## src/rtl/core_bus_arbiter.sv

```systemverilog
// core_bus_arbiter: shares one memory-bus port between the IFU and the LSU.
// Requests are forwarded combinationally. The grant is locked while the bus
// stalls. The LSU has priority, and a starvation timer bounds how long the IFU
// can wait. A small in-order owner FIFO steers each read response back to the
// unit that issued the read.
//
// state        | meaning
// -------------+-----------------------------------------------------------
// ST_FREE      | no lock, grant decided by priority/starvation each cycle
// ST_HOLD_IFU  | IFU request stalled on the bus, grant pinned to IFU
// ST_HOLD_LSU  | LSU request stalled on the bus, grant pinned to LSU
module core_bus_arbiter #(
    parameter int OUTST_DEPTH  = 4,
    parameter int STARVE_LIMIT = 4
) (
    input  logic        clk,
    input  logic        rst,
    input  logic        ifu_req_vld,
    output logic        ifu_req_rdy,
    input  logic [31:0] ifu_req_addr,
    output logic        ifu_resp_vld,
    input  logic        ifu_resp_rdy,
    output logic [31:0] ifu_resp_rdata,
    input  logic        lsu_req_vld,
    output logic        lsu_req_rdy,
    input  logic        lsu_req_wen,
    input  logic [2:0]  lsu_req_rwtyp,
    input  logic [31:0] lsu_req_addr,
    input  logic [31:0] lsu_req_wdata,
    output logic        lsu_resp_vld,
    input  logic        lsu_resp_rdy,
    output logic [31:0] lsu_resp_rdata,
    output logic        bus_req_vld,
    input  logic        bus_req_rdy,
    output logic        bus_req_wen,
    output logic [2:0]  bus_req_rwtyp,
    output logic [31:0] bus_req_addr,
    output logic [31:0] bus_req_wdata,
    input  logic        bus_resp_vld,
    output logic        bus_resp_rdy,
    input  logic [31:0] bus_resp_rdata
);

    localparam int PW = $clog2(OUTST_DEPTH);
    localparam int CW = $clog2(OUTST_DEPTH + 1);
    localparam int SW = $clog2(STARVE_LIMIT + 1);

    typedef enum logic [1:0] {
        ST_FREE     = 2'd0,
        ST_HOLD_IFU = 2'd1,
        ST_HOLD_LSU = 2'd2
    } state_t;

    state_t state, state_nxt;

    logic [OUTST_DEPTH-1:0] owner_q;
    logic [PW-1:0]          wr_ptr, rd_ptr;
    logic [CW-1:0]          count;
    logic [SW-1:0]          starve_left;

    logic fifo_full, fifo_empty, head_lsu, ifu_elig, lsu_elig, starved;
    logic grant_any, grant_lsu;
    logic ifu_xfer, lsu_xfer, push, pop;

    function automatic logic [PW-1:0] ptr_inc(input logic [PW-1:0] p);
        return (p == PW'(OUTST_DEPTH - 1)) ? '0 : p + PW'(1);
    endfunction

    assign fifo_full  = (count == CW'(OUTST_DEPTH));
    assign fifo_empty = (count == '0);
    assign head_lsu   = owner_q[rd_ptr];
    // The starvation timer counts down from STARVE_LIMIT; zero means the IFU has waited long enough.
    assign starved    = (starve_left == '0);

    // Reads need a free owner slot; stores are posted and never wait on the FIFO.
    assign ifu_elig = ifu_req_vld && !fifo_full;
    assign lsu_elig = lsu_req_vld && (lsu_req_wen || !fifo_full);

    // Grant selection, request mux, and lock decision.
    always_comb begin
        state_nxt     = ST_FREE;
        grant_any     = 1'b0;
        grant_lsu     = 1'b0;
        bus_req_vld   = 1'b0;
        bus_req_wen   = 1'b0;
        bus_req_rwtyp = 3'b000;
        bus_req_addr  = 32'h0;
        bus_req_wdata = 32'h0;
        ifu_req_rdy   = 1'b0;
        lsu_req_rdy   = 1'b0;

        case (state)
            ST_HOLD_IFU: grant_any = 1'b1;
            ST_HOLD_LSU: begin
                grant_any = 1'b1;
                grant_lsu = 1'b1;
            end
            default: begin
                if (lsu_elig && !(starved && ifu_elig)) begin
                    grant_any = 1'b1;
                    grant_lsu = 1'b1;
                end else if (ifu_elig) begin
                    grant_any = 1'b1;
                end
            end
        endcase

        if (grant_any) begin
            if (grant_lsu) begin
                bus_req_vld   = lsu_req_vld;
                bus_req_wen   = lsu_req_wen;
                bus_req_rwtyp = lsu_req_rwtyp;
                bus_req_addr  = lsu_req_addr;
                bus_req_wdata = lsu_req_wdata;
                lsu_req_rdy   = bus_req_rdy;
            end else begin
                bus_req_vld   = ifu_req_vld;
                bus_req_rwtyp = 3'b010;
                bus_req_addr  = ifu_req_addr;
                ifu_req_rdy   = bus_req_rdy;
            end
        end

        if (bus_req_vld && !bus_req_rdy)
            state_nxt = grant_lsu ? ST_HOLD_LSU : ST_HOLD_IFU;
    end

    assign ifu_xfer = ifu_req_vld && ifu_req_rdy;
    assign lsu_xfer = lsu_req_vld && lsu_req_rdy;
    assign push     = (ifu_xfer || (lsu_xfer && !lsu_req_wen)) && !fifo_full;
    assign pop      = bus_resp_vld && bus_resp_rdy;

    // Responses follow the FIFO head. A response arriving while the FIFO is empty is stalled.
    assign bus_resp_rdy   = !fifo_empty && (head_lsu ? lsu_resp_rdy : ifu_resp_rdy);
    assign ifu_resp_vld   = !fifo_empty && !head_lsu && bus_resp_vld;
    assign lsu_resp_vld   = !fifo_empty &&  head_lsu && bus_resp_vld;
    assign ifu_resp_rdata = (!fifo_empty && !head_lsu) ? bus_resp_rdata : 32'h0;
    assign lsu_resp_rdata = (!fifo_empty &&  head_lsu) ? bus_resp_rdata : 32'h0;

    // Grant lock register.
    always_ff @(posedge clk) begin
        if (rst) state <= ST_FREE;
        else     state <= state_nxt;
    end

    // Starvation timer: reload when the IFU is idle or served; tick on each LSU win over a waiting IFU.
    always_ff @(posedge clk) begin
        if (rst)
            starve_left <= SW'(STARVE_LIMIT);
        else if (!ifu_req_vld || ifu_xfer)
            starve_left <= SW'(STARVE_LIMIT);
        else if (lsu_xfer && !starved)
            starve_left <= starve_left - SW'(1);
    end

    // Owner FIFO: one source bit per accepted read, popped on each accepted response.
    always_ff @(posedge clk) begin
        if (rst) begin
            owner_q <= '0;
            wr_ptr  <= '0;
            rd_ptr  <= '0;
            count   <= '0;
        end else begin
            if (push) begin
                owner_q[wr_ptr] <= lsu_xfer;
                wr_ptr          <= ptr_inc(wr_ptr);
            end
            if (pop)
                rd_ptr <= ptr_inc(rd_ptr);
            case ({push, pop})
                2'b10:   count <= count + CW'(1);
                2'b01:   count <= count - CW'(1);
                default: count <= count;
            endcase
        end
    end

endmodule

```

## config.mk

```make
export PLATFORM = sky130hd
export DESIGN_NAME = core_bus_arbiter
export DESIGN_NICKNAME = d
export VERILOG_FILES = /design/src/rtl/core_bus_arbiter.sv
export SDC_FILE = /design/constraint.sdc
export NUM_CORES = 1
export LEC_CHECK = 0
export ABC_CLOCK_PERIOD_IN_PS = 2800
export CORE_AREA = 2 2 108 110
export DETAILED_ROUTE_END_ITERATION = 6
export DIE_AREA = 0 0 110 112
export GPL_TIMING_DRIVEN = 0
export PLACE_DENSITY = 0.66
export SYNTH_ARGS = -nofsm -noshare
export SYNTH_HDL_FRONTEND = slang
export SYNTH_SLANG_ARGS = --single-unit
export TNS_END_PERCENT = 30
```

## constraint.sdc

```tcl
create_clock -name clk -period 2.8 [get_ports clk]
set_input_delay 0.28 -clock clk [delete_from_list [all_inputs] [get_ports clk]]
set_output_delay 0.28 -clock clk [all_outputs]
set_load 0.02 [all_outputs]
```

Word level (Yosys, flattened, before mapping). Index checks and enable logic that the tools add are counted.

Magnitude comparators: 3. Bitwise operators: 1. Div/mod/pow operators: 0. Muxes and demuxes: 31. Reduce and logical (&&, ||, !) cells: 34. Add/subtract/negate cells: 5. Eq/ne operators: 7. Multiply operators: 0. Shift-type cells: 0.

Operator list (count): 32-bit 2-to-1 mux (6); 1-bit logical AND (17); 1-bit 2-to-1 mux (15); 2-bit equality test (second input constant) (4); 1-bit logical NOT (8); 3-bit logical NOT (2); 2-bit by 3-bit < comparator with 1-bit output (second input constant) (2); 2-bit 2-to-1 mux (3); 3-bit 2-to-1 mux (2); 3-bit case mux with 2 select lines (1); 2-bit OR reduction (3); 3-bit by 1-bit subtractor with 3-bit output (second input constant) (2); 2-bit by 1-bit adder with 2-bit output (second input constant) (2); 4-bit bitwise mux (1); 2-bit by 1-bit equality test with 1-bit output (second input constant) (2); 3-bit by 1-bit adder with 3-bit output (second input constant) (1); 3-bit equality test (second input constant) (1); 1-bit logical OR (3); 1-bit binary-select mux with 2-bit select (1); 1-bit demux with 2-bit select (1); 2-bit by 1-bit >= comparator with 1-bit output (second input constant) (1); 1-bit case mux with 2 select lines (1); 2-bit nonzero test (1); 1-bit inverter (1).

Word-level logic and storage cells: 87. Output and inout bits: 138. Memories: 0. RAM bits: 0. Memory bits (read-only): 0. Register bits: 16. Bits in latches: 0. Input bits: 140.

Depth between registers and ports, before layout.
Depth in word-level cells: 16. Gate-level depth with buffers: 12. Mapped depth without buffers: 12.

Worst setup path after synthesis. Ideal clock, no wire load.

Path type: register to register. Start: register rd_ptr[1]. End: register count[2]. Stages on the path, launching flop included: 10. Buffers on the path: 0. Library setup time: 0.070 ns. Clock period less this slack: 2.729 ns. Slack: 0.071 ns. Arrival time: 2.659 ns. Required time: 2.730 ns. Cell sequence: dfxtp_1 > mux4_2 > mux2i_1 > nor3b_1 > ha_1 > inv_1 > fa_1 > xor2_1 > or3_1 > a21oi_1.

Word-level cells in the longest chain between the ends: 7. Elaborated cells between the ends (all ways): 9. Classes of those cells: eq/ne (2); mux (4); reduce/logical (3).

Ends and longest elaborated chain: start, declared (line 57) `logic [PW-1:0] wr_ptr, rd_ptr;`; start signal, assigned (line 169) `rd_ptr <= ptr_inc(rd_ptr);`; 1-bit binary-select mux with 2-bit select (*) (line 71) `assign head_lsu = owner_q[rd_ptr];`; 1-bit 2-to-1 mux (not written as such) (*) (line 71); 1-bit 2-to-1 mux (*) (line 134) `assign bus_resp_rdy = !fifo_empty && (head_lsu ? lsu_resp_rdy : ifu_resp_rdy);`; 1-bit logical AND (*) (line 134); 1-bit logical AND (*) (line 131) `assign pop = bus_resp_vld && bus_resp_rdy;`; named net pop (line 63) `logic ifu_xfer, lsu_xfer, push, pop;`; 2-bit by 1-bit equality test with 1-bit output or 2-bit equality test (tied branches) (line 170) `case ({push, pop})`; 3-bit case mux with 2 select lines or 2-bit nonzero test (tied branches); end signal, assigned (line 171) `2'b10: count <= count + CW'(1);`; end signal, assigned (line 172) `2'b01: count <= count - CW'(1);`; end signal, assigned (line 173) `default: count <= count;`; end, declared (line 58) `logic [CW-1:0] count;`.

The timed path passes the listed nets; every way through them passes the cells marked *. The select of a mux whose other input is x is not followed. A chain may end at the register's enable or synchronous reset.

Worst setup path after layout. Same ends and word-level chain as after synthesis.

==> impl_metrics.tcl <==
set metrics [dict create \
    fp.coreArea_um2 11170 \
    p_clk_share_pct 19.3 \
    grt.busiest_layer "met2" \
    numPortBuffers 276 \
    fin_skew_ns 0.001191 \
    p_leak_uw 0.002262 \
    pwr-share-comb_pct 65.0 \
    synth_most_common_cell "and2_1" \
    avgRoutedWirePerCell_um 13.93 \
    critPathBufInv 1 \
    required_ns 2.97 \
    met3_usage_pct 4.977 \
    overflow 0 \
    setup_violations 0 \
    cts_max_path_buffers 2 \
    cts_tree "built" \
    crit_path_end_kind "flop" \
    switching_share_pct 39.32 \
    syn_to_final_growth_pct 141.0 \
    met1_usage_pct 15.17 \
    status "finished, final reports clean" \
    worstSetupPathType "reg -> reg" \
    netlist_area_um2 2116 \
    grt_pass1_vias 3303 \
    ys_seq_area_share_pct 15.14 \
    hold_viol 0 \
    critPathLaunchType "flop" \
    drtIter0Drc 62 \
    yosys.area.top_type "and2_1" \
    grt_util_met2_pct 32.15 \
    worstPathArrival_ns 2.91 \
    crit_path_max_incr_delay_ns 0.59 \
    htreeDepth 1 \
    postPlaceCellArea_um2 5057 \
    clock.fmax_mhz 366.0 \
    yosys-top-cells-area "and2_1, dfxtp_1, nand2_1, a21oi_1, ha_1" \
    dieArea_um2 12320 \
    die_h_um 112 \
    power_density_nw_per_um2 317.2 \
    io_pins 278 \
    multiInputGateArea_um2 1718 \
    yosysWarnings 0 \
    clk_pin_slew_ns 0.05 \
    dp_cells 754 \
    drive_gt1_share_pct 10.06 \
    regArea_um2 322.8 \
    die_w_um 110 \
    rows 39 \
    slew_headroom_pct 65.12 \
    ir_drop_uv 195.9 \
    cp_top_family "multiplexers" \
    drc 0 \
    vias_per_cell 4.330 \
    drtAntennaViolNets 0 \
    timing.final.crit_period_ns 2.732 \
    synth_common_cells "and2_1, nand2_1, a21oi_1, clkbuf_1, nor2_1" \
    finalCritPeriodShare_pct 97.58 \
    synth_fp_nets 485 \
    synth_flop_cell "dfxtp_1" \
    fin_tns_setup_ns 0 \
    reg2reg_depth 9 \
    fin_area_um2 5099 \
    dp_hpwl_um 9334 \
    gp_congestion 0.9234 \
    initial_utilization_pct 18.93 \
    synthArstFlopShare_pct 0 \
    worst_slew_pin_slew_ns 0.5232 \
    internal_power_uw 981.2 \
    worstPathCellList "mux4_2 > mux2i_1 > nor3b_2 > ha_1 > inv_1 > fa_1 > xor2_1 > or3_1 > a21oi_1" \
    maxCapViolCount 0 \
    path_depth 9 \
    seq_power_share_pct 15.7 \
    final_nets 767 \
    synth_edf_count 0 \
    worstPathMaxFanout 3 \
    grtUsageTotal_pct 16.02 \
    fill_cells 1162 \
    clockRootBuffer "clkbuf_16" \
    ys_ff_latch 16 \
    syn_inst 335 \
    synth_cell_types 36 \
    holdPathStages 2 \
    slew_viol_final 0 \
    via_count 3291 \
    rsz0062_at_grt "true" \
    fin_cells 760 \
    holdCritPathClass "in -> reg" \
    p_sw_uw 635.9 \
    synth_top_area_share_pct 30.16 \
    syn_avg_cell_area_um2 6.316 \
    drt_pre_antenna_iters 4 \
    power_uw 1617 \
    numCtsBuffers 3 \
    antenna_found_initial 1 \
    grt_max_degree 11 \
    clk-insertion-delay-late_ns 0.25 \
    crit_slowest_cell "mux4_2" \
    grt_pass1_wl_um 15700 \
    wl_um 10590 \
    clock_sinks 16 \
]
## final timing paths
check	to	slack, ns	from
hold / removal	rd_ptr[0]	0.42	rst
hold reg to reg	owner_q[1]	0.49	owner_q[1]
setup reg to reg	count[2]	0.07	rd_ptr[1]
setup / recovery	count[2]	0.07	rd_ptr[1]
## per-layer routing
layer / vias to the layer above / wire [µm]
li1: 1641 / -
met1: 1468 / 3698
met2: 170 / 5532
met3: 12 / 1202
met4: 0 / 157
met5: - / 0
## state kept, by name (all words and copies together), names as in the netlist
signal       flops
owner_q          4
rd_ptr           2
count            3
starve_left      3
wr_ptr           2
state            2
## cell families after synthesis
logic type	Yosys count	share of synthesized area [%]
xor gates and xnor gates	3	1.242
and+or+nand+nor	215	52.99
muxes	6	3.489
adders and majority gates	10	6.269
AOI/OAI and AO/OA	51	14.37
buffers and inverters	34	6.505
DFF	16	15.14
## power groups by stage
| stage | Clock (µW) | Sequential (µW) | Combinational (µW) |
|---|---|---|---|
| finish | 312 | 254 | 1050 |
| CTS | 316 | 252 | 1070 |
| global placement | 0 | 254 | 1100 |
| global route | 324 | 256 | 1130 |
| detailed placement | 0 | 255 | 1110 |
| floorplan | 0 | 252 | 502 |
## stage by stage
stage                     hold slack, ns  util (%)  worst slack [ns]
after CTS                         0.4320     46.04           -0.1621
after global placement            0.4766     45.26           -0.6829
after detailed placement          0.4784     45.26           -0.7087
final                             0.4177     45.63           0.06769
after floorplan                   0.4227         -           0.07104
after global routing              0.4629     45.63           -0.1211
## placed cells by master, fill, tap and decap left out, types with 2 or more instances in the layout
cell	instances
clkdlybuf4s50_1	202
and2_1	102
nand2_1	74
dlygate4sd2_1	45
a21oi_1	36
clkbuf_2	27
nor2_1	16
dfxtp_1	14
inv_1	12
ha_1	9
buf_2	7
mux2i_1	4
clkbuf_1	4
nor3_1	4
a32o_1	4
dlymetal6s2s_1	4
clkbuf_4	3
nor2b_1	3
clkbuf_16	3
nor2b_2	2
a311o_1	2
buf_6	2
o21a_1	2
buf_4	2
xor2_1	2
or3_1	2
dfxtp_2	2
clkdlybuf4s15_1	2
## worst register-to-register path, delay by kind of cell (launching register included)
kind / cells / cell delay [ns]
AO/OA/AOI/OAI: 1 / 0.14
AND/OR/NAND/NOR: 2 / 0.53
adder cells (fa/ha/maj): 2 / 0.61
multiplexers: 2 / 0.78
XOR/XNOR: 1 / 0.16
buffers and inverters: 1 / 0.06
flip-flops: 1 / 0.37
## final cells by class
class | count | share of cell area (%)
antenna | 1 | 0.04908
multi-input combinational | 285 | 33.69
sequential | 16 | 6.331
buffer | 22 | 2.503
clock buffer | 4 | 1.742
timing repair buffer | 277 | 51.29
tap | 143 | 3.509
inverter | 12 | 0.8834
## timing repair
item | CTS | global route
resized for setup | 111 | 57
hold buffers | 0 | 0
setup endpoints to repair | 112 | 67
pin swaps | 1 | 1
endpoints found under the hold margin | 0 | 0
setup buffers | 0 | 1
Power figures use the tool's default switching activity.
